File: src/rtl/uc_escalonador_frame.sv
// Per-frame task scheduler: each accepted frame tick runs four game tasks in order
// (shots, asteroids, collision, render), one start pulse at a time, under a watchdog.
module uc_escalonador_frame #(
  parameter int TIMEOUT         = 1000,
  parameter int LARGURA_TIMEOUT = 10
) (
  input  logic       clock,
  input  logic       reset,
  input  logic       iniciar,
  input  logic       pausar,
  input  logic       tick_frame,
  input  logic [3:0] fim_tarefa,
  output logic [3:0] inicia_tarefa,
  output logic       ocupado,
  output logic       frame_perdido,
  output logic       erro_timeout,
  output logic [7:0] contador_frames,
  output logic [3:0] db_estado
);

  typedef enum logic [3:0] {
    inicial     = 4'h0,
    espera_tick = 4'h1,
    dispara     = 4'h2,
    aguarda     = 4'h3,
    proxima     = 4'h4,
    fim_frame   = 4'h5,
    pausado     = 4'h6,
    erro        = 4'hF
  } estado_t;

  localparam logic [LARGURA_TIMEOUT-1:0] WD_LIMITE = LARGURA_TIMEOUT'(TIMEOUT - 1);

  estado_t                    estado_r;
  estado_t                    proximo_s;
  logic [1:0]                 idx_r;
  logic [LARGURA_TIMEOUT-1:0] wd_r;
  logic [7:0]                 contador_r;
  logic                       ocupado_s;

  // Next-state logic; pause and iniciar are only looked at between frames
  always_comb begin
    proximo_s = estado_r;
    case (estado_r)
      inicial: begin
        if (iniciar) proximo_s = espera_tick;
        else         proximo_s = inicial;
      end
      espera_tick: begin
        if (!iniciar)        proximo_s = inicial;
        else if (pausar)     proximo_s = pausado;
        else if (tick_frame) proximo_s = dispara;
        else                 proximo_s = espera_tick;
      end
      dispara: proximo_s = aguarda;
      aguarda: begin
        // a done on the last watchdog cycle still beats the trap
        if (fim_tarefa[idx_r])      proximo_s = proxima;
        else if (wd_r == WD_LIMITE) proximo_s = erro;
        else                        proximo_s = aguarda;
      end
      proxima: begin
        if (idx_r == 2'd3) proximo_s = fim_frame;
        else               proximo_s = dispara;
      end
      fim_frame: begin
        if (pausar) proximo_s = pausado;
        else        proximo_s = espera_tick;
      end
      pausado: begin
        if (pausar) proximo_s = pausado;
        else        proximo_s = espera_tick;
      end
      erro:    proximo_s = erro;
      default: proximo_s = erro;
    endcase
  end

  // State register plus task index, watchdog and frame counter updates
  always_ff @(posedge clock) begin
    if (reset) begin
      estado_r   <= inicial;
      idx_r      <= 2'd0;
      wd_r       <= '0;
      contador_r <= 8'd0;
    end else begin
      estado_r <= proximo_s;
      case (estado_r)
        espera_tick: begin
          if (proximo_s == dispara) idx_r <= 2'd0;
        end
        dispara: wd_r <= '0;
        aguarda: begin
          if (!fim_tarefa[idx_r] && (wd_r != WD_LIMITE)) wd_r <= wd_r + 1'b1;
        end
        proxima: begin
          if (idx_r != 2'd3) idx_r <= idx_r + 2'd1;
        end
        fim_frame: contador_r <= contador_r + 8'd1;
        default: ;
      endcase
    end
  end

  // Moore decode from the registered state; only the drop flag also sees the tick
  always_comb begin
    inicia_tarefa = 4'b0000;
    ocupado_s     = 1'b0;
    erro_timeout  = 1'b0;
    case (estado_r)
      dispara: begin
        inicia_tarefa = 4'b0001 << idx_r;
        ocupado_s     = 1'b1;
      end
      aguarda, proxima, fim_frame: ocupado_s = 1'b1;
      erro:    erro_timeout = 1'b1;
      default: ocupado_s = 1'b0;
    endcase
  end

  assign ocupado         = ocupado_s;
  assign frame_perdido   = ocupado_s & tick_frame;
  assign db_estado       = estado_r;
  assign contador_frames = contador_r;

endmodule

File: config.mk
export PLATFORM = sky130hd
export DESIGN_NAME = uc_escalonador_frame
export DESIGN_NICKNAME = d
export VERILOG_FILES = /design/src/rtl/uc_escalonador_frame.sv
export SDC_FILE = /design/constraint.sdc
export NUM_CORES = 1
export LEC_CHECK = 0
export CAP_MARGIN = 10
export CORE_MARGIN = 4
export CORE_UTILIZATION = 54
export DETAILED_ROUTE_END_ITERATION = 16
export GPL_TIMING_DRIVEN = 0
export PLACE_DENSITY = 0.93
export SYNTH_ARGS = -nofsm -noshare
export SYNTH_HDL_FRONTEND = slang
export SYNTH_SLANG_ARGS = --single-unit
File: constraint.sdc
create_clock -name clock -period 5.8 [get_ports clock]
set_input_delay 1.16 -clock clock [delete_from_list [all_inputs] [get_ports clock]]
set_output_delay 1.16 -clock clock [all_outputs]
set_load 0.02 [all_outputs]
**After elaboration in Yosys (flattened, before gate mapping)**

Index checks and enable logic that the tools add are counted.

- RAM bits: 0
- Memory bits (read-only): 0
- Bits in latches: 0
- Output and inout bits: 19
- Register bits: 24
- Memories kept: 0
- Word-level logic and storage cells: 53

- Divide/modulo/power cells: 0
- $mul: 0
- Bitwise gates (word level): 1
- Multiplexer cells: 19
- Order comparisons: 1
- Equal/unequal tests: 15
- Reduce and logical (&&, ||, !) cells: 9
- $add $sub $neg: 3
- Shifts and indexed selects: 1

Operator list:

| operator | number |
|---|---|
| 4-bit case mux with 6 select lines | 1 |
| 10-bit case mux with 2 select lines | 1 |
| 4-bit by 2-bit equality test with 1-bit output, second input constant | 3 |
| 4-bit by 3-bit equality test with 1-bit output, second input constant | 3 |
| 3-bit 2-to-1 mux | 4 |
| 4-bit 2-to-1 mux | 3 |
| 10-bit by 1-bit adder with 10-bit output, second input constant | 1 |
| 10-bit equality test, second input constant | 1 |
| 10-bit 2-to-1 mux | 1 |
| 10-bit inequality test, second input constant | 1 |
| 8-bit by 1-bit adder with 8-bit output, second input constant | 1 |
| 2-bit inequality test, second input constant | 4 |
| 2-bit 2-to-1 mux | 3 |
| 4-bit by 1-bit equality test with 1-bit output, second input constant | 1 |
| 4-bit equality test, second input constant | 1 |
| 4-bit zero test | 1 |
| 1-bit 2-to-1 mux | 4 |
| 2-bit case mux with 2 select lines | 1 |
| 2-bit nonzero test | 2 |
| 4-bit OR reduction | 1 |
| 1-bit by 2-bit << shifter with 4-bit output, first input constant | 1 |
| 2-bit by 3-bit less-than comparator with 1-bit output, second input constant | 1 |
| 3-bit AND reduction | 1 |
| 2-bit by 1-bit adder with 2-bit output, second input constant | 1 |
| other kinds (7) | 7 |

**Depth between registers and ports, before layout**

Gate-level depths: netlist (run 1).

- Word-level depth: 7
- Mapped depth: 7
- Mapped depth without buffers: 6

**Least setup slack after synthesis (run 1)**

Ideal clock, no wire load.

- Path type: input to register
- Start point: input port fim_tarefa[3]
- End point: register wd_r[8]
- Setup slack: 3.149 ns
- Stages: 6
- Arrival: 2.525 ns
- Buffers on the path: 1
- Cells stage by stage: mux4_2 > a41o_1 > buf_6 > a2111oi_4 > xnor2_1 > nor2_1

- Longest elaborated chain between the ends: 6

RTL lines:

| element | line | text |
|---|---|---|
| from (decl) | 12 | `input logic [3:0] fim_tarefa,` |
| 1-bit binary-select mux with 2-bit select | 94 | `if (!fim_tarefa[idx_r] && (wd_r != WD_LIMITE)) wd_r <= wd_r + 1'b1;` |
| 1-bit 2-to-1 mux (implied by the code) | 94 |  |
| 1-bit zero test | 94 |  |
| 1-bit logical AND | 94 |  |
| 2-bit inequality test (no line) | - |  |
| 2-bit AND reduction (no line) | - |  |
| to (signal assigned) | 94 |  |
| to (decl) | 37 | `logic [LARGURA_TIMEOUT-1:0] wd_r;` |

Every way passes these cells. The select of a mux whose other input is x is not followed.
A chain may end at the register's enable or synchronous reset.

**Worst setup path after layout (run 1)**

- Start point: register estado_r[1], in the netlist db_estado[1]
- End point: output port inicia_tarefa[2]

- Longest elaborated chain between the ends: 2

RTL lines:

| element | line | text |
|---|---|---|
| from (decl) | 34 | `estado_t estado_r;` |
| from (signal assigned) | 82 | `estado_r <= inicial;` |
| from (signal assigned) | 87 | `estado_r <= proximo_s;` |
| 4-bit by 2-bit equality test with 1-bit output | 110 | `case (estado_r)` |
| 4-bit 2-to-1 mux | 110 |  |
| to (decl) | 13 | `output logic [3:0] inicia_tarefa,` |

Every way passes these cells.

==> results of run 1 <==
## synth_stat cells, types with 2 or more instances
cell      number  area [um2]
inv_1          4        15.0
nand2_1       14        52.6
xor2_1         6        52.6
and2_1         8        50.1
mux2i_1        2        20.0
and4_1         2        17.5
and3_1         4        25.0
dfxtp_1       24         480
ha_1           6        75.1
nand4_1        4        25.0
a21oi_1       10        50.1
nor4bb_1       2        20.0
a31oi_1        3        18.8
xnor2_1       12         105
nor4_1         3        18.8
nor2_1        30         113
nand3_1        8        40.0
clkbuf_1       7        26.3
## flip-flops by register name, indices dropped and copies added, names as in the netlist
signal,cells
wd_r,10
idx_r,2
contador_frames,8
db_estado,4
## kinds of logic after synthesis
group	Yosys count	share of synthesized area (%)
mux	3	3.09
buf+inv	13	4.08
xor+xnor	18	11.4
compound gates	20	11.2
fa+ha+maj	6	5.44
simple gates	82	29.9
flops	24	34.8
## metal layers
metal | global-route usage [%] | vias up | share of wire (%)
met5 | 0 | - | 0
met4 | 8.61 | 0 | 2.1
met3 | 3.29 | 10 | 5.2
met2 | 36.8 | 59 | 51
met1 | 27.1 | 622 | 42
li1 | - | 639 | -
## worst max path at each step
stage | from | end | depth (start not counted)
after floorplan | fim_tarefa[3] | wd_r[8] | 6
after global placement | tick_frame | frame_perdido | 3
after detailed placement | tick_frame | frame_perdido | 3
after CTS | db_estado[1] | inicia_tarefa[1] | 5
after global routing | db_estado[1] | inicia_tarefa[0] | 5
final | db_estado[1] | inicia_tarefa[2] | 5
## per-stage QoR
| stage | cell area [um2] | power [W] | util, % |
|---|---|---|---|
| detailed placement | 1690 | 0.000244 | 68.7 |
| global placement | 1690 | 0.000241 | 68.7 |
| global route | 1720 | 0.000343 | 70.2 |
| CTS | 1720 | 0.000327 | 70.2 |
| finish | 1720 | 0.000327 | 70.2 |
| floorplan | 1380 | 0.000218 | - |
## worst reg2reg max path, cell delays in order (launching register included)
cell	delay, ps
dfxtp_1	450
clkbuf_1	380
nand2_1	300
nor2_1	340
or2_2	170
clkbuf_1	340
nor2_1	110
## area by class of cell
| type | instances | area, um2 |
|---|---|---|
| Buffer | 9 | 41.3 |
| Clock buffer | 4 | 36.3 |
| Fill cell | 190 | 732 |
| Inverter | 4 | 15.0 |
| Multi-Input combinational cell | 129 | 842 |
| Sequential cell | 24 | 480 |
| Tap cell | 30 | 37.5 |
| Timing Repair Buffer | 27 | 270 |
## power by group through the flow
| stage | combinational, W | clock (W) | sequential, W |
|---|---|---|---|
| after floorplan | 0.0000409 | 0 | 0.000177 |
| after global placement | 0.0000662 | 0 | 0.000175 |
| after detailed placement | 0.0000692 | 0 | 0.000175 |
| after CTS | 0.0000694 | 0.0000861 | 0.000172 |
| after global routing | 0.0000763 | 0.0000947 | 0.000172 |
| final | 0.0000703 | 0.0000850 | 0.000172 |
==> metrics, run 1 <==
Initial Util 56.2%; final hold slack 541 ps; final setup violation count 0; Worst R2R Start db_estado[1]; Worst-path clk slew 120 ps; Post-Layout Cell Count 227; max frequency 269 MHz; postcts setup bufs 0; CTS Hold Bufs 0; initial drt markers 63; min cycle time layout 3710 ps; Seq/Total Area, Yosys 34.8%; RR Endpoint wd_r[7]; via count 1330; Hold EP contador_frames[5]; antenna viol nets, final 0; switching pwr 0.0000921 W; post-layout net count 213; RSZ-0062 raised after global routing false; Post-Route Skew 1.65 ps; Inserted Diodes 0; largest net degree at the start of global routing 14; worst hold start contador_frames[5]; Slew Viols, Final 0; final WL 3400 um; wire per inst 15.0 um; Die H 58.5 um; Ports 28; slew margin rel. 61.0%; DRC 0; most frequent cells in the layout nor2_1, clkdlybuf4s50_1, dfxtp_1; CP cell instances clkbuf_1, nand2_1, nor2_1, and2_1, clkdlybuf4s50_1; Max Cap Viol 0; Slowest-stage cell, CP clkdlybuf4s50_1; drt pass-1 iters 4; worst vdd ir 0.000161 V; Hold Path Depth 2; Worst Slack Setup Final 2090 ps; flops & latches, synth 24; post-synth net total 181; asr flop ratio synth 0%; Rows 18; fraction of layout cells with a size suffix above 1 4.57%; I/O Buffers 27; gr ovfl total 0; Worst Tran Pin Value 583 ps; FF-to-FF path depth 6; synthesized area 1380 um2; Ys Warns 0; status finished clean; die area 3430 um2; Vias/cell 5.86; Crit Path Max Fanout 10; Post-synth top flop dfxtp_1; Pwr Density 190 nW/um2; syn_area_per_cell 8.31 um2; H-Tree Depth 1; Mapped Cells 166; Setup crit end kind output port; Post-DP HPWL 2590 um; P_int 0.000235 W; Core Area 2450 um2; CTS sink cnt 24; Yosys cell types 35; RD Place Congestion 0.866; Tot GR Track Use 21.6%; register share of total power 52.5%; first-pass GRT wire length 5820 um; placed cell count 223; Critical Path RT 4640 ps; r2r setup slk 3600 ps; CTS tree done; combinational power share 21.5%; EDFF count, synth 0; final cycle utilization of the critical path 64.0%; delay-heaviest family, CP buffers and inverters; Die W 58.5 um; CP Launch Type register; CTS Root Buffer Type clkbuf_4; Crit path arrival time 2550 ps; insertion delay to the later sink of the worst-skew pair 310 ps; post-CTS resize count 0; Tightest Hold Check Type register to register; Sw Share 28.1%; final number of hold-violating endpoints 0; clock buffer depth 2; setup_tns 0 ps; number of global-route vias before repair 1316; leakage 0.628 nW; Clk pwr share 26.0%; Crit path largest cell delay 610 ps; sum of buffers and inverters on the critical path 2; most common cell after layout, fill and taps aside nor2_1; number of CTS-inserted buffers 3; kind of critical path register to output port; initial antenna violation count 0; Area growth syn-to-layout 25.0%; pre-CTS setup slack 2260 ps
No activity file was read; power rests on OpenSTA's default activity.
==> inputs of run 2 (changes only) <==
- CORE_ASPECT_RATIO: default -> 0.5
- CORE_UTILIZATION: 54 -> 50
- PLACE_DENSITY: 0.93 -> 0.88
- clock period: 5.8 -> 3.55 ns (I/O delays scaled with it)
==> metrics, run 2 (synthesis gave the netlist of run 1 again) <==
Setup crit end kind output port; insertion delay to the later sink of the worst-skew pair 270 ps (-40 ps); RSZ-0062 raised after global routing false; antenna viol nets, final 0 (unchanged); final hold slack 521 ps (-19.8 ps); Pwr Density 329 nW/um2 (+73%); Post-Layout Cell Count 234 (+3.1%); number of global-route vias before repair 1153 (-12%); Core Area 2620 um2 (+6.7%); status finished clean; initial antenna violation count 0 (unchanged); CP Launch Type register; Ports 28 (unchanged); postcts setup bufs 0 (unchanged); total power 0.000576 W (+76%); final WL 3030 um (-11%); worst vdd ir 0.000290 V (+80%); Critical Path RT 2840 ps (-1800 ps); I/O Buffers 27 (unchanged); CTS Root Buffer Type clkbuf_8; first-pass GRT wire length 5210 um (-10%); max frequency 316 MHz; Inserted Diodes 0 (unchanged); min cycle time layout 3170 ps; H-Tree Depth 1 (unchanged); Die H 45.1 um (-23%); final cycle utilization of the critical path 89.2%; Post-Route Skew 3.87 ps (+2.22 ps); post-CTS resize count 0 (unchanged); final setup violation count 0 (unchanged); leakage 0.636 nW (+1.2%); wire per inst 13.0 um (-13%); slew margin rel. 60.0% (-1.1 points); CTS sink cnt 24 (unchanged); Post-DP HPWL 2310 um (-11%); Crit path arrival time 2460 ps (-90 ps); Placement Cell Area 1700 um2 (+0.52%); Rows 13 (-5); Die W 82.3 um (+41%); Worst Tran Pin Value 592 ps (+9.17 ps); design area 1750 um2 (+1.6%); DRC 0 (unchanged); max reg flops 10 (unchanged); Tightest Hold Check Type register to register; Max Cap Viol 0 (unchanged); Largest Register wd_r; Crit Path Max Fanout 10 (unchanged); via count 1253 (-5.8%); number of CTS-inserted buffers 3 (unchanged); Slew Viols, Final 0 (unchanged); fraction of layout cells with a size suffix above 1 4.57% (unchanged); final number of hold-violating endpoints 0 (unchanged); kind of critical path register to output port; Worst-path clk slew 80 ps (-40 ps); initial drt markers 126 (+100%); Area growth syn-to-layout 27.0%; setup_tns 0 ps (unchanged); most common cell after layout, fill and taps aside nor2_1; RD Place Congestion 0.842 (-2.8%); die area 3710 um2 (+8.4%); CTS tree done; Tot GR Track Use 18.5% (-3.0 points); clock buffer depth 2 (unchanged); most frequent cells in the layout nor2_1, clkdlybuf4s50_1, dfxtp_1; placed cell count 230 (+3.1%); Vias/cell 5.35 (-8.6%); drt pass-1 iters 4 (unchanged); largest net degree at the start of global routing 14 (unchanged); CTS Hold Bufs 0 (unchanged); gr ovfl total 0 (unchanged); Initial Util 52.7% (-3.5 points); post-layout net count 213 (unchanged)
run 2: area by class of cell:
type                    count  area [um2]
plain buffers               9        41.3
flip-flops and latches     24         480
inverters                   4        15.0
well taps                  37        46.3
clock buffers               4        55.1
multi-input cells         129         842
repair buffers             27         270
fillers                   205         868
run 2: worst paths after layout:
| kind | cells past startpoint | to | from | slack (ps) |
|---|---|---|---|---|
| max | 5 | inicia_tarefa[3] | db_estado[1] | 380 |
| min | 2 | wd_r[1] | wd_r[1] | 520 |
| max reg2reg | 6 | wd_r[9] | db_estado[1] | 1420 |
| min reg2reg | 2 | wd_r[1] | wd_r[1] | 520 |
run 2: per-stage QoR:
stage               util (%)  setup slack (ps)
finish                  66.8               385
global route            66.8               146
CTS                     66.8               372
detailed placement      64.7               676
global placement        64.7               727
floorplan                  -              1350
run 2: critical path, stage by stage (launching register included):
cell	delay, ps
dfxtp_1	400
clkbuf_1	380
nand2_1	290
nor2_1	330
and2_1	180
clkdlybuf4s50_1	590
run 2: per-layer routing:
| metal | vias to the layer above | GRT usage (%) | part of all wire [%] |
|---|---|---|---|
| li1 | 639 | - | - |
| met1 | 578 | 24.7 | 48 |
| met2 | 33 | 29.5 | 45 |
| met3 | 3 | 6.18 | 6.6 |
| met4 | 0 | 3.97 | 0.66 |
| met5 | - | 0 | 0 |
run 2: where the power goes:
group	internal, W	total (W)	leakage, nW	switching (W)
Sequential	0.000274	0.000280	0.194	0.00000570
Clock	0.0000991	0.000184	0.0288	0.0000846
Combinational	0.0000469	0.000112	0.413	0.0000650
Total	0.000420	0.000576	0.636	0.000155
